$ cat src/rtl/mems_scan_sequencer.sv
// mems_scan_sequencer: MEMS DAC init then counter-driven scan-ROM walk with line/frame flags.
// Optional reverse-order odd lines when MEMS_SCAN_SERPENTINE_EN is defined.
module mems_scan_sequencer #(
    parameter int ADDR_W          = 16,
    parameter int INIT_CMDS       = 2,
    parameter int SCAN_BASE       = 8,
    parameter int POINTS_PER_LINE = 720,
    parameter int LINES_PER_FRAME = 3,
    parameter int NUM_FRAMES      = 6
) (
    input  logic                              clk,
    input  logic                              rst_n,
    input  logic                              pause,
    input  logic                              continuous,
    input  logic                              mems_SPI_busy,
    input  logic                              mems_soft_reset,
    input  logic                              new_line_FIFO_done,
    input  logic                              new_frame_FIFO_done,
    output logic                              mems_SPI_start,
    output logic [ADDR_W-1:0]                 addr,
    output logic                              new_line,
    output logic                              new_frame,
    output logic                              scan_done,
    output logic [$clog2(NUM_FRAMES):0]       frame_idx
);
    localparam int FW = $clog2(NUM_FRAMES) + 1;
    localparam int PW = $clog2(POINTS_PER_LINE);
    localparam int LW = $clog2(LINES_PER_FRAME + 1);
    localparam int IW = $clog2(INIT_CMDS + 1);
    localparam logic [ADDR_W-1:0] BASE_A  = ADDR_W'(SCAN_BASE);
    localparam logic [PW-1:0]     PT_LAST = PW'(POINTS_PER_LINE - 1);
    localparam logic [LW-1:0]     LN_LAST = LW'(LINES_PER_FRAME - 1);
    localparam logic [FW-1:0]     FR_LAST = FW'(NUM_FRAMES - 1);
    localparam logic [IW-1:0]     II_LAST = IW'(INIT_CMDS - 1);

    typedef enum logic [1:0] {IDLE, INIT, SCAN, DONE} state_t;

    state_t            state, state_n;
    logic [IW-1:0]     init_idx, init_idx_n;
    logic [PW-1:0]     pt, pt_n;
    logic [LW-1:0]     ln, ln_n;
    logic [FW-1:0]     fr_n;
    logic [ADDR_W-1:0] addr_n;
    logic              start_n, set_line, set_frame, ready;
    logic              pt_last, ln_last, fr_last, wrap;
`ifdef MEMS_SCAN_SERPENTINE_EN
    localparam logic [ADDR_W-1:0] PPL_A = ADDR_W'(POINTS_PER_LINE);
    logic [ADDR_W-1:0] lbase, lbase_n;
`endif

    assign scan_done = state == DONE;

    always_comb begin
        state_n    = state;
        init_idx_n = init_idx;
        pt_n       = pt;
        ln_n       = ln;
        fr_n       = frame_idx;
        addr_n     = addr;
        start_n    = 1'b0;
        set_line   = 1'b0;
        set_frame  = 1'b0;
`ifdef MEMS_SCAN_SERPENTINE_EN
        lbase_n    = lbase;
`endif
        ready   = !mems_SPI_busy && !mems_SPI_start;
        pt_last = pt == PT_LAST;
        ln_last = ln == LN_LAST;
        fr_last = frame_idx == FR_LAST;
        wrap    = pt_last && ln_last && fr_last;
        case (state)
            IDLE: begin
                addr_n = '0;
                if (mems_soft_reset) begin
                    start_n    = 1'b1;
                    init_idx_n = '0;
                    state_n    = INIT;
                end
            end
            INIT: if (ready) begin
                start_n = 1'b1;
                if (init_idx < II_LAST) begin
                    init_idx_n = init_idx + 1'b1;
                    addr_n     = addr + 1'b1;
                end else begin
                    addr_n  = BASE_A;
                    pt_n    = '0;
                    ln_n    = '0;
                    fr_n    = '0;
                    state_n = SCAN;
`ifdef MEMS_SCAN_SERPENTINE_EN
                    lbase_n = BASE_A;
`endif
                end
            end
            SCAN, DONE: begin
                // soft re-init wins over a scan advance but never cuts an in-flight word
                if (ready && mems_soft_reset) begin
                    start_n    = 1'b1;
                    addr_n     = '0;
                    init_idx_n = '0;
                    state_n    = INIT;
                end else if (state == SCAN && ready && !pause) begin
                    pt_n      = pt_last ? '0 : pt + 1'b1;
                    ln_n      = !pt_last ? ln : ln_last ? '0 : ln + 1'b1;
                    fr_n      = !(pt_last && ln_last) ? frame_idx :
                                fr_last ? (continuous ? '0 : frame_idx) : frame_idx + 1'b1;
                    set_line  = pt_last && !ln_last;
                    set_frame = pt_last && ln_last;
                    start_n   = !(wrap && !continuous);
                    state_n   = (wrap && !continuous) ? DONE : SCAN;
`ifdef MEMS_SCAN_SERPENTINE_EN
                    lbase_n   = !pt_last ? lbase : wrap ? BASE_A : lbase + PPL_A;
                    addr_n    = (wrap && !continuous) ? addr :
                                pt_last ? (ln_n[0] ? lbase_n + PPL_A - 1'b1 : lbase_n) :
                                ln[0] ? addr - 1'b1 : addr + 1'b1;
`else
                    addr_n    = wrap ? (continuous ? BASE_A : addr) : addr + 1'b1;
`endif
                end
            end
            default: state_n = IDLE;
        endcase
    end

    always_ff @(posedge clk) begin
        if (!rst_n) begin
            state          <= IDLE;
            init_idx       <= '0;
            pt             <= '0;
            ln             <= '0;
            frame_idx      <= '0;
            addr           <= '0;
            mems_SPI_start <= 1'b0;
            new_line       <= 1'b0;
            new_frame      <= 1'b0;
`ifdef MEMS_SCAN_SERPENTINE_EN
            lbase          <= '0;
`endif
        end else begin
            state          <= state_n;
            init_idx       <= init_idx_n;
            pt             <= pt_n;
            ln             <= ln_n;
            frame_idx      <= fr_n;
            addr           <= addr_n;
            mems_SPI_start <= start_n;
            new_line       <= set_line || (new_line && !new_line_FIFO_done);
            new_frame      <= set_frame || (new_frame && !new_frame_FIFO_done);
`ifdef MEMS_SCAN_SERPENTINE_EN
            lbase          <= lbase_n;
`endif
        end
    end
endmodule

$ cat config.mk
export PLATFORM = sky130hd
export DESIGN_NAME = mems_scan_sequencer
export DESIGN_NICKNAME = d
export VERILOG_FILES = /design/src/rtl/mems_scan_sequencer.sv
export SDC_FILE = /design/constraint.sdc
export NUM_CORES = 1
export LEC_CHECK = 0
export ABC_AREA = 1
export CAP_MARGIN = 20
export CORE_ASPECT_RATIO = 0.75
export CORE_MARGIN = 8
export CORE_UTILIZATION = 45
export CTS_CLUSTER_DIAMETER = 120
export DETAILED_ROUTE_END_ITERATION = 10
export GPL_TIMING_DRIVEN = 0
export PLACE_DENSITY = 0.81
export SLEW_MARGIN = 20
export SYNTH_ARGS = -nofsm -noshare
export SYNTH_HDL_FRONTEND = slang
export SYNTH_SLANG_ARGS = --single-unit
$ cat constraint.sdc
create_clock -name clk -period 1.7 [get_ports clk]
set_input_delay 0.255 -clock clk [delete_from_list [all_inputs] [get_ports clk]]
set_output_delay 0.255 -clock clk [all_outputs]
set_load 0.02 [all_outputs]
==> impl_metrics.py <==
metrics = {
    "global_routing": {
        "antenna_found_initial": 0,
        "grt_first_pass_wirelength_um": 10600,
        "grt_max_degree": 13,
        "gr-total-overflow": 0,
        "grt_pass1_vias": 2297,
        "grt.total_usage_pct": 16.2,
    },
    "pwr": {
        "power_density_nw_per_um2": 1270,
        "power_frac_comb_pct": 54.7,
        "p_int_uw": 2160,
        "p_total_uw": 3970,
        "clockPowerShare_pct": 15.9,
        "p_sw_uw": 1820,
        "switching_share_pct": 45.7,
        "ir_drop_mv": 0.813,
        "p_leak_uw": 0.00130,
        "seq_power_share_pct": 29.3,
    },
    "floorplan": {
        "die_area_um2": 7990,
        "initial_core_util_pct": 45.8,
        "io_pins": 32,
        "die_h_um": 79.4,
        "coreArea_um2": 5270,
        "dieWidth_um": 101,
        "rows": 23,
    },
    "drt": {
        "wl_met2_um": 2920,
        "detail_route.iter0.violations": 246,
        "post_drt_wl_per_cell_um": 13.1,
        "wl_um": 6590,
        "routed-via-count": 2582,
        "top_layer": "met4",
        "drc": 0,
        "dr.pass1.iters": 5,
        "drt-met1-wl_um": 2990,
        "postRouteAntennaNets": 0,
        "avgViaCountPerCell": 5.15,
        "wl_met3_um": 553,
    },
    "finish": {
        "fin_util_pct": 59.5,
        "n_fill_cell": 465,
        "drive_above_1_share_pct": 20.2,
        "regArea_um2": 798,
        "n_antenna_cell": 0,
        "area_delta_synth_final_pct": 29.8,
        "final_nets": 438,
        "layout.cells.non_filler": 501,
        "multi_input_comb_area_um2": 1430,
    },
    "timing": {
        "slew_headroom_pct": 62.1,
        "final.setup.tns_ns": 0,
        "max_slew.worst_pin.slew_ns": 0.568,
        "fin_crit_ns": 1.66,
        "max_freq_ghz": 0.601,
        "setup_viol": 0,
        "layout_setup_ws_ns": 0.0372,
        "grt_setup_unrepaired": "true",
        "hold_viol_final": 0,
        "drv_slew": 0,
        "period_share_pct": 97.8,
        "skew_ns": 0.00336,
    },
    "yosys": {
        "synth-compound-area-share_pct": 9.18,
        "synth_top_flop_cell": "dfxtp_1",
        "async_flop_share_pct": 0,
        "synth.distinct_cells": 33,
        "synth_cells": 373,
        "syn_avg_cell_area_um2": 6.47,
        "ys_ff_latch": 39,
        "synth.net_count": 386,
        "synth_edf_count": 0,
        "synth_top_area_share_pct": 32.3,
        "synth_fa_ha_area_share_pct": 2.59,
        "synth-xor-area-share_pct": 2.90,
        "muxShareOfSynthArea_pct": 0,
        "synth_top_family_by_area": "simple AND/OR/NAND/NOR gates",
        "synth-simple-area-share_pct": 41.3,
        "post-synth-top-area-cell": "dfxtp_1",
        "ys_seq_area_share_pct": 32.3,
        "synth_area_leaders": "dfxtp_1, nand2_1, inv_1",
        "yosysWarnings": 0,
        "syn_area_um2": 2410,
    },
    "placement": {
        "dp_hpwl_um": 4470,
        "placedCellCount": 479,
        "place_ws_ns": -0.397,
        "io_buffers": 31,
        "place_congestion": 0.906,
    },
    "setup_path": {
        "critical_path_buf_inv_count": 1,
        "cp_slowest_cell": "clkdlybuf4s50_1",
        "cp_cell_sequence": "clkdlybuf4s50_1",
        "cp.required_ns": 1.44,
        "cp-start-kind": "flop",
        "critical_path.top_delay_family": "buffers and inverters",
        "cp_max_fo": 6,
        "worst_ep_arrival_time_ns": 1.41,
        "critPathKind": "flop to output pin",
        "end_kind": "output pin",
        "slowest_delay_ns": 0.65,
    },
    "cts": {
        "clock_latency_ns": 0.30,
        "root_buffer": "clkbuf_8",
        "htree_num_levels": 2,
        "cts_hold_buf": 0,
        "path_clk_slew_ns": 0.08,
        "cts_tree": "built",
        "cts_sinks": 39,
        "clockBufferDepth": 2,
        "cts_buffers": 5,
    },
    "flow_run": {
        "cap_violations": 0,
    },
    "status": {
        "status": "finished clean",
    },
    "worst_hold_path": {
        "min_path_type": "input pin to flop",
    },
}
## what timing repair did
action | CTS | global route
buffers inserted | 7 | 6
setup endpoints to repair | 28 | 31
pin swaps | 4 | 10
gates resized for setup | 16 | 34
cloned | 0 | 1
## Yosys cell counts, types with 6 or more instances
cell	instances
nand2_1	86
inv_1	52
nor2_1	50
dfxtp_1	39
a21oi_1	28
nand3_1	24
nor3_1	18
nand4_1	11
xor2_1	7
nor2_2	6
## cells in the final DEF, fill, tap and decap left out, types with 2 or more instances in the layout
cell type	netlist	layout
buf_6	2	4
a21oi_2	0	2
nand4_1	11	11
nand2_4	4	5
dfxtp_1	39	29
nor2_2	6	7
clkbuf_1	3	2
inv_1	52	50
ha_1	5	3
nand3_2	1	4
nor2_4	3	6
nor2_1	50	46
clkdlybuf4s50_1	0	27
buf_4	1	15
inv_4	2	4
inv_2	5	6
nand2_1	86	82
nand3_1	24	21
dfxtp_2	0	8
nor3_1	18	17
nand2_2	5	8
a211oi_1	3	3
clkbuf_8	0	5
dlymetal6s2s_1	0	3
a21oi_1	28	26
dfxtp_4	0	2
o21ai_1	2	3
xor2_1	7	7
o21ai_0	5	4
clkinv_2	0	3
## kinds of logic after synthesis
logic type	count (synthesis)
AO/OA/AOI/OAI	41
XOR/XNOR	8
adder cells (fa/ha/maj)	5
buffers and inverters	68
flip-flops	39
AND/OR/NAND/NOR	212
## worst min-delay path: stages
cell            delay (ns)
dlymetal6s2s_1        0.18
a22oi_1               0.12
a21oi_1               0.14
## worst paths after layout
check | start | endpoint | slack (ns) | cells past startpoint
worst max-delay path | addr[9]$_SDFFE_PN0P_ | addr[9] | 0.04 | 1
worst max register to register | pt[1]$_SDFFE_PN0P_ | addr[0]$_SDFFE_PN0P_ | 0.07 | 11
worst min register to register | new_line$_SDFF_PN0_ | new_line$_SDFF_PN0_ | 0.46 | 2
worst min-delay path | mems_soft_reset | mems_SPI_start$_SDFF_PN0_ | 0.43 | 3
## routing by layer
| metal | up-vias | global-route usage (%) |
|---|---|---|
| met5 | - | 0 |
| met4 | 0 | 6.17 |
| met3 | 16 | 3.66 |
| met2 | 119 | 25.2 |
| met1 | 1160 | 21.3 |
| li1 | 1287 | - |
## registers in the layout, summed over array words and instances (netlist names)
register	count
addr	16
frame_idx	4
init_idx	2
ln	2
mems_SPI_start	1
new_frame	1
new_line	1
pt	10
state	2
## metrics by stage
step                cell area [um2]  hold slack (ns)
floorplan                      2410            0.418
global placement               2820            0.454
detailed placement             2820            0.455
CTS                            2990            0.466
global route                   3130            0.476
finish                         3130            0.431
## layout make-up
class | count | share of cell area [%]
Multi-Input combinational cell | 266 | 45.8
Sequential cell | 39 | 25.5
Timing Repair Buffer | 45 | 13.5
Inverter | 60 | 7.51
Tap cell | 75 | 3.00
Clock buffer | 5 | 2.20
Buffer | 8 | 2.08
Clock inverter | 3 | 0.479
## power groups by stage
stage | Combinational (uW) | Sequential [uW] | Clock, uW
3_3_place_gp | 1790 | 1170 | 0
4_1_cts | 1960 | 1150 | 641
2_1_floorplan | 1320 | 1230 | 0
3_5_place_dp | 1840 | 1170 | 0
5_1_grt | 2370 | 1180 | 678
6_report | 2170 | 1160 | 633
Note: power is estimated with default switching activity, not from simulation.
